==> config.mk <==
export PLATFORM = sky130hd
export DESIGN_NAME = tt_ecp5_input_cond_flat
export DESIGN_NICKNAME = d
export VERILOG_FILES = /design/src/rtl/tt_ecp5_pkg.sv /design/src/rtl/tt_ecp5_input_cond_if.sv /design/src/rtl/tt_ecp5_debounce_bit.sv /design/src/rtl/tt_ecp5_input_cond.sv /design/src/flat_wrapper.sv
export SDC_FILE = /design/constraint.sdc
export NUM_CORES = 1
export LEC_CHECK = 0
export CELL_PAD_IN_SITES_DETAIL_PLACEMENT = 0
export CELL_PAD_IN_SITES_GLOBAL_PLACEMENT = 1
export CORE_MARGIN = 1
export CORE_UTILIZATION = 35
export CTS_CLUSTER_SIZE = 8
export DETAILED_ROUTE_END_ITERATION = 12
export GPL_ROUTABILITY_DRIVEN = 0
export PLACE_DENSITY_LB_ADDON = 0.3
export SYNTH_ARGS = -nofsm -noshare
export SYNTH_HDL_FRONTEND = slang
export SYNTH_SLANG_ARGS = --single-unit
export TNS_END_PERCENT = 10
==> constraint.sdc <==
create_clock -name clk -period 1 [get_ports clk]
set_input_delay 0.3 -clock clk [delete_from_list [all_inputs] [get_ports clk]]
set_output_delay 0.3 -clock clk [all_outputs]
set_load 0.01 [all_outputs]
==> src/rtl/tt_ecp5_pkg.sv <==
`default_nettype none
// ============================================================================
// Module      : tt_ecp5_pkg
// Description : Shared defaults and helpers for the ECP5 board-input
//               conditioning block (synchronizers, debounce, reset stretch).
//               Optional feature macro used by the block: TT_INPUT_DEBOUNCE_EN.
// Revision    : 1.0 - initial release
// ============================================================================
package tt_ecp5_pkg;

    // Default configuration of the conditioning block.
    localparam int c_DEF_WIDTH           = 8;
    localparam int c_DEF_DEBOUNCE_CYCLES = 50000;
    localparam int c_DEF_RST_STRETCH     = 16;

    // Legal parameter ranges.
    localparam int c_DEBOUNCE_MIN = 2;
    localparam int c_DEBOUNCE_MAX = 2 ** 20;

    // Width of a counter that must represent values 0..n-1; never narrower
    // than one bit so degenerate configurations still elaborate.
    function automatic int f_cnt_width(input int n);
        int w;
        w = $clog2(n);
        return (w < 1) ? 1 : w;
    endfunction

endpackage : tt_ecp5_pkg
`default_nettype wire

==> src/rtl/tt_ecp5_input_cond_if.sv <==
`default_nettype none
// ============================================================================
// Module      : tt_ecp5_input_cond_if
// Description : Board-side / design-side signal bundle of the input
//               conditioning block.
//   pin_in     : raw asynchronous switches/buttons      (board  -> block)
//   btn_rst_n  : raw asynchronous reset button, act-low (board  -> block)
//   ui_in      : conditioned inputs                     (block  -> design)
//   rst_n      : stretched active-low reset             (block  -> design)
//   change_stb : one-cycle pulse per changed ui_in bit  (block  -> design)
//   Modports: slave = conditioning block, master = board/environment side.
// Revision    : 1.0 - initial release
// ============================================================================
interface tt_ecp5_input_cond_if
    import tt_ecp5_pkg::*;
#(
    parameter int WIDTH = c_DEF_WIDTH
);
    logic [WIDTH-1:0] pin_in;
    logic             btn_rst_n;
    logic [WIDTH-1:0] ui_in;
    logic             rst_n;
    logic [WIDTH-1:0] change_stb;

    modport slave (
        input  pin_in,
        input  btn_rst_n,
        output ui_in,
        output rst_n,
        output change_stb
    );

    modport master (
        output pin_in,
        output btn_rst_n,
        input  ui_in,
        input  rst_n,
        input  change_stb
    );

endinterface : tt_ecp5_input_cond_if
`default_nettype wire

==> src/rtl/tt_ecp5_debounce_bit.sv <==
`default_nettype none
// ============================================================================
// Module      : tt_ecp5_debounce_bit
// Description : One board input bit: two-flop synchronizer followed by a
//               stability debouncer. A change seen at the synchronizer output
//               must persist for DEBOUNCE_CYCLES consecutive edges before the
//               debounced value follows; shorter glitches are discarded.
//               Macro TT_INPUT_DEBOUNCE_EN: when undefined the debouncer is
//               removed and the debounced value tracks the synchronizer
//               output every cycle.
//   clk, rst : clock and synchronous active-high reset
//   i_pin    : raw asynchronous input bit
//   o_deb    : registered debounced value
//   o_stb    : one-cycle pulse in the cycle o_deb takes a new value
// Revision    : 1.0 - initial release
// ============================================================================
module tt_ecp5_debounce_bit
    import tt_ecp5_pkg::*;
#(
    parameter int DEBOUNCE_CYCLES = c_DEF_DEBOUNCE_CYCLES
) (
    input  logic clk,
    input  logic rst,
    input  logic i_pin,
    output logic o_deb,
    output logic o_stb
);

    logic r_sync1;
    logic r_sync2;
    logic r_deb;
    logic r_stb;

`ifdef TT_INPUT_DEBOUNCE_EN

    localparam int               c_CW      = f_cnt_width(DEBOUNCE_CYCLES);
    localparam logic [c_CW-1:0]  c_CNT_MAX = c_CW'(DEBOUNCE_CYCLES - 1);

    // Counts consecutive edges on which the synchronized input disagrees
    // with the debounced value. It clears on agreement or on acceptance,
    // so it never exceeds c_CNT_MAX and cannot wrap.
    logic [c_CW-1:0] r_cnt;

    always_ff @(posedge clk) begin
        if (rst) begin
            r_sync1 <= 1'b0;
            r_sync2 <= 1'b0;
            r_deb   <= 1'b0;
            r_stb   <= 1'b0;
            r_cnt   <= '0;
        end else begin
            r_sync1 <= i_pin;
            r_sync2 <= r_sync1;
            r_stb   <= 1'b0;
            if (r_sync2 == r_deb) begin
                r_cnt <= '0;
            end else if (r_cnt == c_CNT_MAX) begin
                r_deb <= r_sync2;
                r_cnt <= '0;
                r_stb <= 1'b1;
            end else begin
                r_cnt <= r_cnt + 1'b1;
            end
        end
    end

`else

    // Without a debouncer the count parameter only serves as a sanity
    // check: an out-of-range value silences the strobe so the
    // misconfiguration is obvious rather than silently ignored.
    localparam bit c_N_LEGAL = (DEBOUNCE_CYCLES >= c_DEBOUNCE_MIN) &&
                               (DEBOUNCE_CYCLES <= c_DEBOUNCE_MAX);

    always_ff @(posedge clk) begin
        if (rst) begin
            r_sync1 <= 1'b0;
            r_sync2 <= 1'b0;
            r_deb   <= 1'b0;
            r_stb   <= 1'b0;
        end else begin
            r_sync1 <= i_pin;
            r_sync2 <= r_sync1;
            r_deb   <= r_sync2;
            // Strobe lands in the same cycle the new value appears on r_deb.
            r_stb   <= (r_sync2 ^ r_deb) & c_N_LEGAL;
        end
    end

`endif

    assign o_deb = r_deb;
    assign o_stb = r_stb;

endmodule : tt_ecp5_debounce_bit
`default_nettype wire

==> src/rtl/tt_ecp5_input_cond.sv <==
`default_nettype none
// ============================================================================
// Module      : tt_ecp5_input_cond
// Description : Conditions raw ECP5 board inputs for a TT design:
//               per-bit synchronize + debounce of pin_in into ui_in with a
//               change strobe, and synchronize + stretch of the reset button
//               into a clean active-low rst_n.
//               Macro TT_INPUT_DEBOUNCE_EN enables the per-bit debouncer;
//               when undefined ui_in follows the synchronized pins directly.
//   clk, rst : clock and synchronous active-high block reset
//   bus      : tt_ecp5_input_cond_if.slave
//              (pin_in, btn_rst_n in; ui_in, rst_n, change_stb out)
// Revision    : 1.0 - initial release
// ============================================================================
module tt_ecp5_input_cond
    import tt_ecp5_pkg::*;
#(
    parameter int WIDTH           = c_DEF_WIDTH,
    parameter int DEBOUNCE_CYCLES = c_DEF_DEBOUNCE_CYCLES,
    parameter int RST_STRETCH     = c_DEF_RST_STRETCH
) (
    input  logic                  clk,
    input  logic                  rst,
    tt_ecp5_input_cond_if.slave   bus
);

    // ------------------------------------------------------------------
    // Per-bit synchronizer + debouncer
    // ------------------------------------------------------------------
    logic [WIDTH-1:0] w_ui;
    logic [WIDTH-1:0] w_stb;

    for (genvar i = 0; i < WIDTH; i++) begin : g_bit
        tt_ecp5_debounce_bit #(
            .DEBOUNCE_CYCLES (DEBOUNCE_CYCLES)
        ) u_deb (
            .clk   (clk),
            .rst   (rst),
            .i_pin (bus.pin_in[i]),
            .o_deb (w_ui[i]),
            .o_stb (w_stb[i])
        );
    end

    assign bus.ui_in      = w_ui;
    assign bus.change_stb = w_stb;

    // ------------------------------------------------------------------
    // Reset button synchronizer and stretcher
    // ------------------------------------------------------------------
    localparam int              c_SW   = f_cnt_width(RST_STRETCH + 1);
    localparam logic [c_SW-1:0] c_SMAX = c_SW'(RST_STRETCH);

    // The synchronizer flops reset to 0 so the button reads as pressed
    // until two clean samples of the released button have been taken.
    logic            r_btn_sync1;
    logic            r_btn_sync2;
    logic [c_SW-1:0] r_scnt;
    logic            r_rst_n;

    always_ff @(posedge clk) begin
        if (rst) begin
            r_btn_sync1 <= 1'b0;
            r_btn_sync2 <= 1'b0;
            r_scnt      <= '0;
            r_rst_n     <= 1'b0;
        end else begin
            r_btn_sync1 <= bus.btn_rst_n;
            r_btn_sync2 <= r_btn_sync1;
            if (!r_btn_sync2) begin
                // Button held (or re-pressed): restart the stretch.
                r_scnt  <= '0;
                r_rst_n <= 1'b0;
            end else if (r_scnt == c_SMAX) begin
                r_rst_n <= 1'b1;
            end else begin
                r_scnt  <= r_scnt + 1'b1;
                r_rst_n <= 1'b0;
            end
        end
    end

    assign bus.rst_n = r_rst_n;

endmodule : tt_ecp5_input_cond
`default_nettype wire

==> src/flat_wrapper.sv <==
// flat-port wrapper written by rule: the top's interface ports become plain ports
module tt_ecp5_input_cond_flat import tt_ecp5_pkg::*;
#(
    parameter int WIDTH           = c_DEF_WIDTH,
    parameter int DEBOUNCE_CYCLES = c_DEF_DEBOUNCE_CYCLES,
    parameter int RST_STRETCH     = c_DEF_RST_STRETCH
)
  (clk, rst, bus_pin_in, bus_btn_rst_n, bus_ui_in, bus_rst_n, bus_change_stb);
  tt_ecp5_input_cond_if #(.WIDTH(WIDTH)) bus_i ();
  input  logic clk;
  input  logic rst;
  input wire logic [$bits(bus_i.pin_in)-1:0] bus_pin_in;
  input wire logic [$bits(bus_i.btn_rst_n)-1:0] bus_btn_rst_n;
  output wire logic [$bits(bus_i.ui_in)-1:0] bus_ui_in;
  output wire logic [$bits(bus_i.rst_n)-1:0] bus_rst_n;
  output wire logic [$bits(bus_i.change_stb)-1:0] bus_change_stb;
  assign bus_i.pin_in = bus_pin_in;
  assign bus_i.btn_rst_n = bus_btn_rst_n;
  assign bus_ui_in = bus_i.ui_in;
  assign bus_rst_n = bus_i.rst_n;
  assign bus_change_stb = bus_i.change_stb;
  tt_ecp5_input_cond #(.WIDTH(WIDTH), .DEBOUNCE_CYCLES(DEBOUNCE_CYCLES), .RST_STRETCH(RST_STRETCH)) u_core (.clk(clk), .rst(rst), .bus(bus_i));
endmodule
-- Yosys cells after proc, flatten, opt, wreduce, memory -nomap -nowiden
Index checks and enable logic that the tools add are counted.
- bits in registers: 40
- input bits: 11
- output and inout port bits: 17
- logic and storage cells: 49
- add/subtract/negate cells: 1
- equal/unequal tests: 1
- multiplexer cells: 1
- bitwise operators: 9
- reduce and logical (&&, ||, !) cells: 1
- operators with widths (kind ; count):
    bitwise XOR 1 bit ; 8
    adder 5 x 1 -> 5 bit (second input constant) ; 1
    equality test 5 bit (second input constant) ; 1
    OR reduction 2 bit ; 1
    two-way mux 1 bit ; 1
    inverter 1 bit ; 1

-- Depth between registers and ports, before layout
- depth after elaboration: 2
- gate-level depth with buffers: 4
- mapped depth without buffers: 4

-- By module
From an unflattened synthesis, not the netlist that was laid out.
- cells, all modules: 106
- area total of the unflattened synthesis: 1268.7 µm²
- modules (own cells, without submodules) (module ; instances ; cells each ; area each (µm²) ; seq. area each (µm²)):
    tt_ecp5_debounce_bit ; 8 ; 9 ; 111.4 ; 80.1
    tt_ecp5_input_cond ; 1 ; 34 ; 377.9 ; 160.2

-- Worst setup path after synthesis
Ideal clock, no wire load.
- path type: register to register
- start point: reg u_core.r_scnt[0]
- end point: reg u_core.r_scnt[2]
- library setup time: 0.087 ns
- arrival time: 1.014 ns
- data required time: 0.913 ns
- setup slack: -0.101 ns
- cell stages (with the launch flop): 5
- buffers on the path: 0
- period minus slack after synthesis: 1.101 ns
- cell sequence: dfxtp_1 -> inv_1 -> ha_1 -> and4bb_4 -> nor4b_2
- longest elaborated chain between the ends: 1
- elaborated cells between the ends (all ways): 2
- those cells by class: add/sub: 1; eq/ne: 1
- RTL lines (element ; line ; text):
    start, declared ; tt_ecp5_input_cond.sv:58 ; logic [c_SW-1:0] r_scnt;
    start signal, assigned ; tt_ecp5_input_cond.sv:77 ; r_scnt <= r_scnt + 1'b1;
    adder 5 x 1 -> 5 bit or equality test 5 bit (tied branches) ; tt_ecp5_input_cond.sv:77, tt_ecp5_input_cond.sv:74 ;
Several ways; a longest one is shown, not always the timed one.
A chain may end at the register's enable or synchronous reset.

-- Worst setup path after layout
- start point: reg u_core.r_scnt[1]
- end point: reg u_core.r_scnt[0]
- longest elaborated chain between the ends: 1
- RTL lines (element ; line ; text):
    equality test 5 bit ; tt_ecp5_input_cond.sv:74 ; end else if (r_scnt == c_SMAX) begin
No other way between the ends.

==> impl_metrics.toml <==
[status]
status = "finished, violations left"
failed_checks = "setup timing"

[critical_path]
worstReg2RegStart = "u_core.r_scnt[1]$_SDFFE_PP0P_"
critical_path.top_delay_family = "flip-flops"
critical_path_class = "reg -> reg"
r2r_slack_ns = -0.06
critPathSlowestCell = "dfxtp_2"
start_kind = "flop"
path_cells = "inv_2, ha_4, and4bb_4, mux2i_1"
cp-end-kind = "flop"
reg2reg_to = "u_core.r_scnt[0]$_SDFFE_PP0P_"
cpPeakStageDelay_ns = 0.34
arrival_ns = 1.27
worstPathMaxFanout = 4
critPathLaunch = "u_core.r_scnt[1]$_SDFFE_PP0P_"
r2r_cells = 4
required_ns = 1.21
path_buf_inv = 1

[global_routing]
grt_pass1_wl_um = 3374
overflow = 0
grt_usage_pct = 10.88
grt_pass1_vias = 813
antenna_found_initial = 0
grt_max_degree = 28

[pwr]
seq_power_share_pct = 56.6
netSwitchingFraction_pct = 20.79
p_sw_uw = 615.6
p_leak_nw = 0.7486
clockPowerShare_pct = 36.5
internal_power_mw = 2.346
power_mw = 2.961
power.density_nw_per_um2 = 1621
p_comb_share_pct = 6.9
max-vdd-ir-drop_mv = 0.9183

[cells_and_area]
fin_nets = 166
num-fill-cells = 359
final_util_pct = 48.80
register_area_um2 = 818.3
mostFrequentLayoutCells = "26 x nor2b_1, 26 x dfxtp_1, 14 x buf_4, 14 x dfxtp_2, 13 x buf_6"
finalInstanceArea_um2 = 1827
drive_gt1_share_pct = 37.66
antenna_cells = 0
multiInputGateArea_um2 = 471.7
syn2layout_area_growth_pct = 30.12

[synthesis]
yosysUniqueCellTypes = 16
synth_cells = 125
syn_nets = 138
synth.avg_cell_area_um2 = 11.23
yosysTopAreaCell = "dfxtp_1"
netlist_area_um2 = 1404
synth.area.mux_share_pct = 2.852
yosys_warnings = 0
synthAdderAreaFrac_pct = 1.783
ys_seq_elements = 40
ys_seq_area_share_pct = 57.04
post_synth_and_or_nand_nor_area_fraction_pct = 21.84
synth_compound_area_share_pct = 0
ys_top_cells_by_area = "dfxtp_1 57%, nor2b_1 12%, buf_4 9.1%"
synth_top_family_by_area = "simple AND/OR/NAND/NOR gates"
synth_xor_xnor_area_share_pct = 5.615
synth_top_area_share_pct = 57.04

[sta]
fin_skew_ns = 0.002260
setup_viol = 21
finalCritPeriodShare_pct = 106.3
fin_ws_ns = -0.06325
finalMaxSlewViolations = 0
slew_headroom_pct = 82.36
fmax_mhz = 940.5
setup_tns_ns = -0.4392
period_needed_ns = 1.063
hold_violations = 0
tightest_slew_ns = 0.2627
rsz0062_at_grt = "yes"

[drt]
viasPerCell = 4.144
route.detailed.drc = 0
drtIter0Drc = 13
wirelength_um = 1931
ant_nets = 0
first_pass_iters = 2
vias = 837
wire_per_inst_um = 9.559

[clocking]
htree_levels = 2
cts_num_sinks = 40
cts_buffers = 5
path_clk_slew_ns = 0.07
post-cts-setup-buffers = 0
clockRootBuffer = "clkbuf_8"
tritoncts = "yes"
clk_latency_ns = 0.28
cts_buffer_depth = 2
cts_hold_buf = 0

[worst_hold_path]
whs_path_depth = 1
hold_end = "u_core.r_btn_sync2$_SDFF_PP0_"
hold_start = "u_core.r_btn_sync1$_SDFF_PP0_"
hp-class = "reg -> reg"

[die]
die_x_um = 65.33
rows = 22
die-height_um = 65.33
start_util_pct = 37.50
dieArea_um2 = 4268
core_area_um2 = 3744
ioPinCount = 28

[place]
postPlaceCellArea_um2 = 1707
dp_hpwl_um = 1330
portBuffers = 27

[job]
cap_violations = 0
==> layout make-up <==
type                    instances  area share (%)
clock buffers                   7           4.726
clock inverters                 1          0.4110
inverters                       2          0.4110
multi-input cells              62           25.82
flip-flops and latches         40           44.79
well taps                      48           3.288
repair buffers                 42           20.55
==> through the flow <==
step | setup slack, ns | cells | hold slack, ns
2_1_floorplan | 0.001420 | 125 | 0.4138
3_3_place_gp | -0.3484 | 194 | 0.4173
3_5_place_dp | -0.3815 | 194 | 0.4270
4_1_cts | -0.05784 | 202 | 0.4438
5_1_grt | -0.09423 | 202 | 0.4477
6_report | -0.06325 | 202 | 0.4400
==> power groups by stage <==
stage | combinational, mW | clock [mW] | sequential [mW]
finish | 0.206 | 1.08 | 1.68
floorplan | 0.124 | 0 | 1.70
detailed placement | 0.211 | 0 | 1.71
global placement | 0.208 | 0 | 1.71
global route | 0.226 | 1.20 | 1.68
CTS | 0.203 | 1.14 | 1.67
==> synthesized netlist by cell type <==
cell type	instances
or3b_1	3
dfxtp_1	40
buf_2	2
and3b_1	1
nand3_1	2
ha_1	2
and4bb_4	1
nor2_1	8
xnor2_1	9
inv_1	2
mux2i_1	4
buf_4	17
nand3b_1	5
clkbuf_1	2
nor4b_2	1
nor2b_1	26
==> how the worst max path moves through the flow <==
stage | endpoint | slack (ns) | cells after the start
global placement | u_core.g_bit[2].u_deb.o_stb$_SDFF_PP0_ | -0.35 | 3
CTS | u_core.r_scnt[0]$_SDFFE_PP0P_ | -0.06 | 4
floorplan | u_core.r_scnt[0]$_SDFFE_PP0P_ | 0.001 | 4
global route | u_core.r_scnt[0]$_SDFFE_PP0P_ | -0.09 | 4
finish | u_core.r_scnt[0]$_SDFFE_PP0P_ | -0.06 | 4
detailed placement | u_core.g_bit[3].u_deb.o_stb$_SDFF_PP0_ | -0.38 | 3
==> cells by family (layout without fill, tap and decap cells) <==
group,count (synthesis),after routing
xor gates and xnor gates,9,9
adders and majority gates,2,2
buffers and inverters,23,52
DFF,40,40
muxes,4,4
and+or+nand+nor,47,47
==> worst reg2reg max path, cell delays in order (launching register included) <==
cell and delay [ns]:
dfxtp_2 0.34, inv_2 0.06, ha_4 0.12, and4bb_4 0.28
mux2i_1 0.19
==> sequential cells by signal (all words and copies together) (netlist names) <==
| signal | count |
|---|---|
| u_core.r_btn_sync2 | 1 |
| u_core.g_bit.u_deb.o_deb | 8 |
| u_core.r_scnt | 5 |
| u_core.g_bit.u_deb.r_sync1 | 8 |
| u_core.g_bit.u_deb.r_sync2 | 8 |
| u_core.g_bit.u_deb.o_stb | 8 |
| u_core.bus.rst_n | 1 |
| u_core.r_btn_sync1 | 1 |
==> routing by layer <==
metal	GRT usage, %	wire, µm	up-vias
met1	10.55	812	380
li1	-	-	431
met5	0	0	-
met2	18.30	952	21
met4	6.522	51	0
met3	5.556	116	5
==> repair_timing <==
item                                    CTS  global route
resized for setup                        90             7
pin swaps                                 1             0
endpoints found under the setup margin   57            21
(Power assumes the default switching activity.)
